$ cat src/rtl/vga_pkg.sv
// Shared VGA timing constants and coordinate type for the raster generator.
package vga_pkg;

    localparam int DEF_H_VISIBLE = 640;
    localparam int DEF_H_FRONT   = 16;
    localparam int DEF_H_SYNC    = 96;
    localparam int DEF_H_BACK    = 48;
    localparam int DEF_V_VISIBLE = 480;
    localparam int DEF_V_FRONT   = 10;
    localparam int DEF_V_SYNC    = 2;
    localparam int DEF_V_BACK    = 33;

    localparam int DEF_H_TOTAL = DEF_H_VISIBLE + DEF_H_FRONT + DEF_H_SYNC + DEF_H_BACK;
    localparam int DEF_V_TOTAL = DEF_V_VISIBLE + DEF_V_FRONT + DEF_V_SYNC + DEF_V_BACK;

    localparam int DEF_HS_START = DEF_H_VISIBLE + DEF_H_FRONT;
    localparam int DEF_HS_END   = DEF_HS_START + DEF_H_SYNC;
    localparam int DEF_VS_START = DEF_V_VISIBLE + DEF_V_FRONT;
    localparam int DEF_VS_END   = DEF_VS_START + DEF_V_SYNC;

    localparam int COORD_W = 10;
    typedef logic [COORD_W-1:0] coord_t;

endpackage

$ cat src/rtl/wrap_counter.sv
// Modulo-MAX counter with a combinational terminal-count flag.
module wrap_counter
    import vga_pkg::*;
#(
    parameter int MAX = 800
) (
    input  logic               clk,
    input  logic               reset_n,
    input  logic               en,
    output logic [COORD_W-1:0] count,
    output logic               wrap
);

    coord_t r_count;

    assign wrap  = (r_count == coord_t'(MAX - 1));
    assign count = r_count;

    always_ff @(posedge clk) begin
        if (!reset_n)
            r_count <= '0;
        else if (en)
            r_count <= wrap ? '0 : r_count + 1'b1;
    end

endmodule

$ cat src/rtl/vga_timing_gen.sv
// VGA raster timing: clk/2 pixel clock, x/y position, registered sync/blank and
// a frame-start pulse.
module vga_timing_gen
    import vga_pkg::*;
#(
    parameter int H_VISIBLE = DEF_H_VISIBLE,
    parameter int H_FRONT   = DEF_H_FRONT,
    parameter int H_SYNC    = DEF_H_SYNC,
    parameter int H_BACK    = DEF_H_BACK,
    parameter int V_VISIBLE = DEF_V_VISIBLE,
    parameter int V_FRONT   = DEF_V_FRONT,
    parameter int V_SYNC    = DEF_V_SYNC,
    parameter int V_BACK    = DEF_V_BACK
) (
    input  logic               clk,
    input  logic               reset_n,
    output logic               pixel_clk,
    output logic               hs,
    output logic               vs,
    output logic               blank,
    output logic               sync,
    output logic [COORD_W-1:0] draw_x,
    output logic [COORD_W-1:0] draw_y,
    output logic               frame_start
);

    localparam int H_TOTAL  = H_VISIBLE + H_FRONT + H_SYNC + H_BACK;
    localparam int V_TOTAL  = V_VISIBLE + V_FRONT + V_SYNC + V_BACK;
    localparam int HS_START = H_VISIBLE + H_FRONT;
    localparam int HS_END   = HS_START + H_SYNC;
    localparam int VS_START = V_VISIBLE + V_FRONT;
    localparam int VS_END   = VS_START + V_SYNC;

    generate
        if ((H_TOTAL > 1024) || (V_TOTAL > 1024)) begin : g_size_chk
            $error("vga_timing_gen: H_TOTAL/V_TOTAL must not exceed 1024");
        end
    endgenerate

    logic   r_pixel_clk, r_hs, r_vs, r_blank, r_frame_start;
    logic   w_adv, w_hwrap, w_vwrap, w_ven;
    coord_t w_x, w_y, w_x_nxt, w_y_nxt;

    // A pixel advances on the edge where pixel_clk is high and about to fall.
    assign w_adv = r_pixel_clk;
    assign w_ven = w_adv & w_hwrap;

    wrap_counter #(.MAX(H_TOTAL)) u_hcnt (
        .clk     (clk),
        .reset_n (reset_n),
        .en      (w_adv),
        .count   (w_x),
        .wrap    (w_hwrap)
    );

    wrap_counter #(.MAX(V_TOTAL)) u_vcnt (
        .clk     (clk),
        .reset_n (reset_n),
        .en      (w_ven),
        .count   (w_y),
        .wrap    (w_vwrap)
    );

    // Decode from the post-edge position so sync/blank line up with draw_x/draw_y.
    assign w_x_nxt = !w_adv ? w_x : (w_hwrap ? '0 : w_x + 1'b1);
    assign w_y_nxt = !w_ven ? w_y : (w_vwrap ? '0 : w_y + 1'b1);

    always_ff @(posedge clk) begin
        if (!reset_n) begin
            r_pixel_clk   <= 1'b0;
            r_hs          <= 1'b1;
            r_vs          <= 1'b1;
            r_blank       <= 1'b1;
            r_frame_start <= 1'b0;
        end else begin
            r_pixel_clk   <= ~r_pixel_clk;
            r_hs          <= !((int'(w_x_nxt) >= HS_START) && (int'(w_x_nxt) < HS_END));
            r_vs          <= !((int'(w_y_nxt) >= VS_START) && (int'(w_y_nxt) < VS_END));
            r_blank       <= (int'(w_x_nxt) < H_VISIBLE) && (int'(w_y_nxt) < V_VISIBLE);
            r_frame_start <= w_ven & w_vwrap;
        end
    end

    assign pixel_clk   = r_pixel_clk;
    assign hs          = r_hs;
    assign vs          = r_vs;
    assign blank       = r_blank;
    assign sync        = 1'b0;
    assign draw_x      = w_x;
    assign draw_y      = w_y;
    assign frame_start = r_frame_start;

endmodule

$ cat config.mk
export PLATFORM = sky130hd
export DESIGN_NAME = vga_timing_gen
export DESIGN_NICKNAME = d
export VERILOG_FILES = /design/src/rtl/vga_pkg.sv /design/src/rtl/wrap_counter.sv /design/src/rtl/vga_timing_gen.sv
export SDC_FILE = /design/constraint.sdc
export NUM_CORES = 1
export LEC_CHECK = 0
export CAP_MARGIN = 10
export CORE_MARGIN = 5
export CORE_UTILIZATION = 49
export DETAILED_ROUTE_END_ITERATION = 10
export GPL_TIMING_DRIVEN = 0
export PLACE_DENSITY = 0.84
export SETUP_SLACK_MARGIN = 0.4
export SYNTH_ARGS = -nofsm -noshare
export SYNTH_HDL_FRONTEND = slang
export SYNTH_SLANG_ARGS = --single-unit
$ cat constraint.sdc
create_clock -name clk -period 2.91 [get_ports clk]
set_input_delay 0.291 -clock clk [delete_from_list [all_inputs] [get_ports clk]]
set_output_delay 0.291 -clock clk [all_outputs]
set_load 0.03 [all_outputs]
==> flow_metrics.tcl, run 1 <==
set metrics [dict create \
    result_of_the_run "finished clean" \
    synth_seq_area_share 0.386 \
    clk_latency_ns 0.31 \
    globalplace.congestion 0.814 \
    route.antenna.remaining_nets 0 \
    syn_area_per_cell_um2 8.69 \
    critical_path.startpoint "u_hcnt.count[8]$_SDFF_PN0_" \
    design.die.area_um2 3770 \
    grt_antenna_before_repair 0 \
    r2r_slack_ns 0.58 \
    cts_root_buf "clkbuf_4" \
    timing_hold_violations_final 0 \
    layout-drive-gt1-share 0.0950 \
    drv.max_cap_violation_count 0 \
    crit_path_start_kind "flop" \
    design.core.area_um2 2500 \
    timing_worst_setup_path_type "flop to flop" \
    post_synth_most_frequent_cells "dfxtp_1, nor2_1, nand2_1" \
    tritoncts_num_sinks 25 \
    dp_wirelength_mm 2.13 \
    path_type_of_the_worst_min_delay_path "flop to flop" \
    drt-total-wl_mm 2.71 \
    initial_core_util 0.518 \
    placement.io_buffers 26 \
    grt_setup_unrepaired "false" \
    dr.first_iter.drc_count 65 \
    pwr-share-seq 0.656 \
    cts_hold_buffers 0 \
    post_synth_edffs 0 \
    maxSlewViolCount 0 \
    fin_cells 209 \
    leakagePower_nw 0.568 \
    design.portCount 28 \
    number_of_synthesized_register_bits 25 \
    p_sw_mw 0.119 \
    h_tree_depth_reported_by_cts 1 \
    part_of_the_power_in_combinational_logic 0.058 \
    worst_r2r_endpoint "blank$_SDFF_PN1_" \
    ir_worst_vdd_mv 0.289 \
    tritoncts.num_buffers 3 \
    achievable-frequency_ghz 0.429 \
    post-synth-top-count-cell "dfxtp_1" \
    setup.worst_path.end "blank$_SDFF_PN1_" \
    r2r.worst_path.cells 7 \
    core.rowCount 18 \
    async_reset_ff_frac 0 \
    synth.top_cell.area_share 0.386 \
    end_kind "flop" \
    avgRoutedWirePerCell_um 13.0 \
    drc 0 \
    power_density_relative_to_cell_area_nw_per_um2 326 \
    track_usage 0.162 \
    yosysUniqueCellTypes 38 \
    synth_top_flop_cell "dfxtp_1" \
    num_vias 1100 \
    share_clk_of_total_power 0.286 \
    total_nets_after_synthesis 154 \
    clock-skew-final_ns 0.00301 \
    n_antenna_cell 0 \
    area.growth.synth_to_final_pct 25.6 \
    setup_total_negative_slack_ns 0 \
    globalRouteOverflowTotal 0 \
    average_via_count_per_standard_cell 5.26 \
    post_synthesis_instance_total 149 \
    cp_max_fo 8 \
    cts_max_path_bufs 2 \
    worst-endpoint-arrival_ns 2.52 \
    setup-violations-final 0 \
    worstPathRequired_ns 3.10 \
    ys_warnings 0 \
    postCtsResizedCells 0 \
    chipWidth_um 61.4 \
    p_int_mw 0.412 \
    worstReg2RegStart "u_hcnt.count[8]$_SDFF_PN0_" \
    postCtsSetupRepairBufs 0 \
    ys_top_cells_by_area "dfxtp_1, nor2_1, xnor2_1" \
    timing.max_slew.rel_slack 0.568 \
    drt_first_pass_iters 4 \
    path_clk_slew_ns 0.13 \
    grt_pass1_vias 1052 \
    tightestPinTransition_ns 0.644 \
    min_period_over_period 0.802 \
    beginning_of_the_worst_hold_path "u_hcnt.count[1]$_SDFF_PN0_" \
    global_route_wire_length_before_repair_mm 4.62 \
    synth_largest_area_cell "dfxtp_1" \
    dp_cells 205 \
    maximum_number_of_pins_on_one_net_before_global_route_repair 14 \
    tritoncts_clock_tree "built" \
    fin_nets 185 \
    final.min_clock_period_ns 2.33 \
    filler_cells 205 \
    syn-cell-area_um2 1290 \
    die_height_um 61.4 \
    power.share.switching 0.224 \
]
critical path: stages (launching register included):
cell	delay [ns]
dfxtp_2	0.41
or3b_4	0.42
or3_1	0.41
buf_6	0.15
nor3_4	0.18
xnor2_1	0.11
nor4_2	0.38
o31ai_1	0.15
sequential cells by signal, summed over array words and instances (netlist names):
register      flops
pixel_clk         1
hs                1
blank             1
u_vcnt.count     10
frame_start       1
u_hcnt.count     10
vs                1
how the worst min path moves through the flow:
stage                                       to  slack, ns  cells past startpoint
floorplan           u_hcnt.count[0]$_SDFF_PN0_       0.44                      1
global placement    u_hcnt.count[1]$_SDFF_PN0_       0.51                      2
detailed placement  u_hcnt.count[0]$_SDFF_PN0_       0.52                      2
CTS                 u_hcnt.count[1]$_SDFF_PN0_       0.54                      2
global route        u_hcnt.count[1]$_SDFF_PN0_       0.57                      2
finish              u_hcnt.count[1]$_SDFF_PN0_       0.54                      2
kinds of logic (layout without fill, tap and decap cells):
kind of cell    count (synthesis)  in the layout  share of synthesized area
simple gates                   81             81                      0.338
other cells                     1              1                    0.00290
xor+xnor                       16             16                      0.114
fa+ha+maj                       3              3                     0.0290
flops                          25             25                      0.386
buf+inv                        10             40                     0.0570
compound gates                 13             13                     0.0725
per-stage QoR:
stage / hold slack, ns / setup slack [ns] / area, µm² / total power [mW] / util
2_1_floorplan: 0.445 / 0.554 / 1290 / 0.375 / -
3_3_place_gp: 0.508 / 0.569 / 1590 / 0.386 / 0.637
3_5_place_dp: 0.523 / 0.508 / 1590 / 0.387 / 0.637
4_1_cts: 0.545 / 0.495 / 1620 / 0.536 / 0.648
5_1_grt: 0.574 / 0.490 / 1630 / 0.551 / 0.651
6_report: 0.538 / 0.577 / 1630 / 0.531 / 0.651
routing by layer:
metal | wire [µm] | vias up | GRT usage
met5 | 0 | - | 0
met4 | 30 | 0 | 0.0424
met3 | 155 | 5 | 0.0356
met2 | 1300 | 33 | 0.275
met1 | 1230 | 492 | 0.208
li1 | - | 570 | -
power groups by stage:
stage / sequential, mW / combinational (mW) / clock [mW]
after floorplan: 0.361 / 0.0142 / 0
after global placement: 0.355 / 0.0306 / 0
after detailed placement: 0.356 / 0.0313 / 0
after CTS: 0.348 / 0.0314 / 0.156
after global routing: 0.349 / 0.0339 / 0.169
final: 0.348 / 0.0309 / 0.152
area by class of cell:
| cell class | count | area, µm² | area share |
|---|---|---|---|
| multi-input cells | 114 | 727 | 0.447 |
| repair buffers | 26 | 260 | 0.160 |
| flip-flops and latches | 25 | 502 | 0.308 |
| plain buffers | 6 | 58.8 | 0.0362 |
| well taps | 30 | 37.5 | 0.0231 |
| inverters | 4 | 15.0 | 0.00923 |
| clock buffers | 4 | 26.3 | 0.0162 |
cell usage in the layout (no fill, tap or decap), types with 2 or more instances in the layout:
cell type        count
clkdlybuf4s50_1     26
dfxtp_1             24
nor2_1              23
nand2_1             12
xnor2_1              9
nand3_1              9
and2_1               6
nand4_1              6
xor2_1               6
inv_1                4
a21boi_0             4
and3_1               4
nor3_1               4
o21ai_0              3
ha_1                 3
clkbuf_4             3
clkbuf_1             2
buf_6                2
nand2b_1             2
nand4b_1             2
nor4_2               2
nor4_1               2
nor2b_1              2
o211ai_1             2
No activity file was read; power rests on OpenSTA's default activity.
==> inputs of run 2 (changes only) <==
- CORE_UTILIZATION: 49 -> 45
- PLACE_DENSITY: 0.84 -> 0.81
- clock period: 2.91 -> 2.1 ns (I/O delays scaled with it)
==> flow_metrics.tcl, run 2 (synthesis results as in run 1) <==
set metrics [dict create \
    drc 0 \
    tritoncts.num_buffers 3 \
    power_total_mw 0.756 \
    design.core.area_um2 2760 \
    clock-skew-final_ns 0.0130 \
    grt_setup_unrepaired "true" \
    chipWidth_um 63.6 \
    worst-endpoint-arrival_ns 2.15 \
    end_kind "flop" \
    achievable-frequency_ghz 0.514 \
    drt_first_pass_iters 6 \
    ir_worst_vdd_mv 0.366 \
    crit_path_start_kind "flop" \
    setup_total_negative_slack_ns 0 \
    dp_cells 206 \
    fin_cells 223 \
    design.die.area_um2 4050 \
    final.min_clock_period_ns 1.94 \
    path_type_of_the_worst_min_delay_path "flop to flop" \
    wl_met3_um 161 \
    critical_path_buf_inv_count 0 \
    die_height_um 63.6 \
    crit_path_cell_trace "ha_1 > nand4_1 > nor4_4 > xnor2_2 > nor4_4 > o211ai_1" \
    globalRouteOverflowTotal 0 \
    grt_pass1_vias 1301 \
    timing_worst_setup_path_type "flop to flop" \
    route.antenna.remaining_nets 0 \
    placement.io_buffers 26 \
    timing_hold_violations_final 0 \
    crit_top_cell "nor4_4" \
    min_period_over_period 0.926 \
    slowest_stage "dfxtp_2" \
    final_cell_mix "nor2_1, dfxtp_1, clkdlybuf4s50_1" \
    dp_wirelength_mm 2.19 \
    m1WireLength_mm 1.51 \
    layout-drive-gt1-share 0.313 \
    critPathTopFamily "simple AND/OR/NAND/NOR gates" \
    fin_nets 198 \
    globalplace.congestion 0.854 \
    area.growth.synth_to_final_pct 47.5 \
    track_usage 0.174 \
    tritoncts_clock_tree "built" \
    mostFrequentLayoutCell "nor2_1" \
    n_antenna_cell 0 \
    global_route_wire_length_before_repair_mm 5.84 \
    maximum_number_of_pins_on_one_net_before_global_route_repair 14 \
    h_tree_depth_reported_by_cts 1 \
    critical_path.max_stage_delay_ns 0.44 \
    tritoncts_num_sinks 25 \
    initial_core_util 0.470 \
    filler_cells 215 \
    cts_max_path_bufs 2 \
    avgRoutedWirePerCell_um 15.9 \
    worstPathRequired_ns 2.30 \
    num_vias 1231 \
    core.rowCount 19 \
    path_clk_slew_ns 0.13 \
    drt-total-wl_mm 3.54 \
    power_density_relative_to_cell_area_nw_per_um2 396 \
    cts_hold_buffers 0 \
    dr.first_iter.drc_count 55 \
    drv.max_cap_violation_count 0 \
    setup-violations-final 0 \
    design.portCount 28 \
    highest-signal-layer "met4" \
    cp_max_fo 8 \
    wl_met2_mm 1.81 \
    result_of_the_run "finished clean" \
    clk_latency_ns 0.33 \
    maxSlewViolCount 0 \
    average_via_count_per_standard_cell 5.52 \
    cts_root_buf "clkbuf_4" \
    leakagePower_nw 0.880 \
    grt_antenna_before_repair 0 \
]
==> run 2: timing repair <==
item | in CTS | in global routing
gates resized for setup | 24 | 27
setup endpoints to repair | 20 | 28
pin swaps | 12 | 9
buffers inserted | 12 | 1
==> run 2: metal layers <==
| layer | GRT usage | vias up |
|---|---|---|
| li1 | - | 595 |
| met1 | 0.205 | 594 |
| met2 | 0.313 | 35 |
| met3 | 0.0409 | 7 |
| met4 | 0.0416 | 0 |
| met5 | 0 | - |
==> run 2: path summary, 6_finish.rpt <==
kind	from	to	slack, ns	cells past startpoint
worst max-delay path	u_vcnt.count[0]$_SDFF_PN0_	vs$_SDFF_PN1_	0.16	6
worst min register to register	u_vcnt.count[1]$_SDFF_PN0_	u_vcnt.count[1]$_SDFF_PN0_	0.54	2
worst min-delay path	u_vcnt.count[1]$_SDFF_PN0_	u_vcnt.count[1]$_SDFF_PN0_	0.54	2
worst max register to register	u_vcnt.count[0]$_SDFF_PN0_	vs$_SDFF_PN1_	0.16	6
==> run 2: final cells by class <==
type / count / area, µm² / area share
Buffer: 6 / 58.8 / 0.0308
Clock buffer: 4 / 26.3 / 0.0138
Inverter: 4 / 15.0 / 0.00786
Multi-Input combinational cell: 114 / 863 / 0.452
Sequential cell: 25 / 526 / 0.275
Tap cell: 31 / 38.8 / 0.0203
Timing Repair Buffer: 39 / 383 / 0.200
==> run 2: through the flow <==
| stage | area, µm² | setup WS [ns] | hold slack [ns] | util |
|---|---|---|---|---|
| after floorplan | 1320 | 0.186 | 0.353 | - |
| after global placement | 1620 | 0.0680 | 0.485 | 0.587 |
| after detailed placement | 1620 | 0.0240 | 0.503 | 0.587 |
| after CTS | 1820 | 0.0661 | 0.556 | 0.659 |
| after global routing | 1910 | 0.0306 | 0.573 | 0.693 |
| final | 1910 | 0.155 | 0.539 | 0.693 |
==> run 2: worst reg2reg max path, delay by kind of cell, from the launching register on <==
| kind | cells | cell delay, ns |
|---|---|---|
| xor+xnor | 1 | 0.16 |
| simple gates | 3 | 0.86 |
| flops | 1 | 0.44 |
| compound gates | 1 | 0.13 |
| fa+ha+maj | 1 | 0.24 |
==> run 2: power breakdown <==
group | internal [mW] | switching [mW]
Combinational | 0.0236 | 0.0308
Sequential | 0.475 | 0.00452
Clock | 0.0744 | 0.148
Total | 0.573 | 0.183
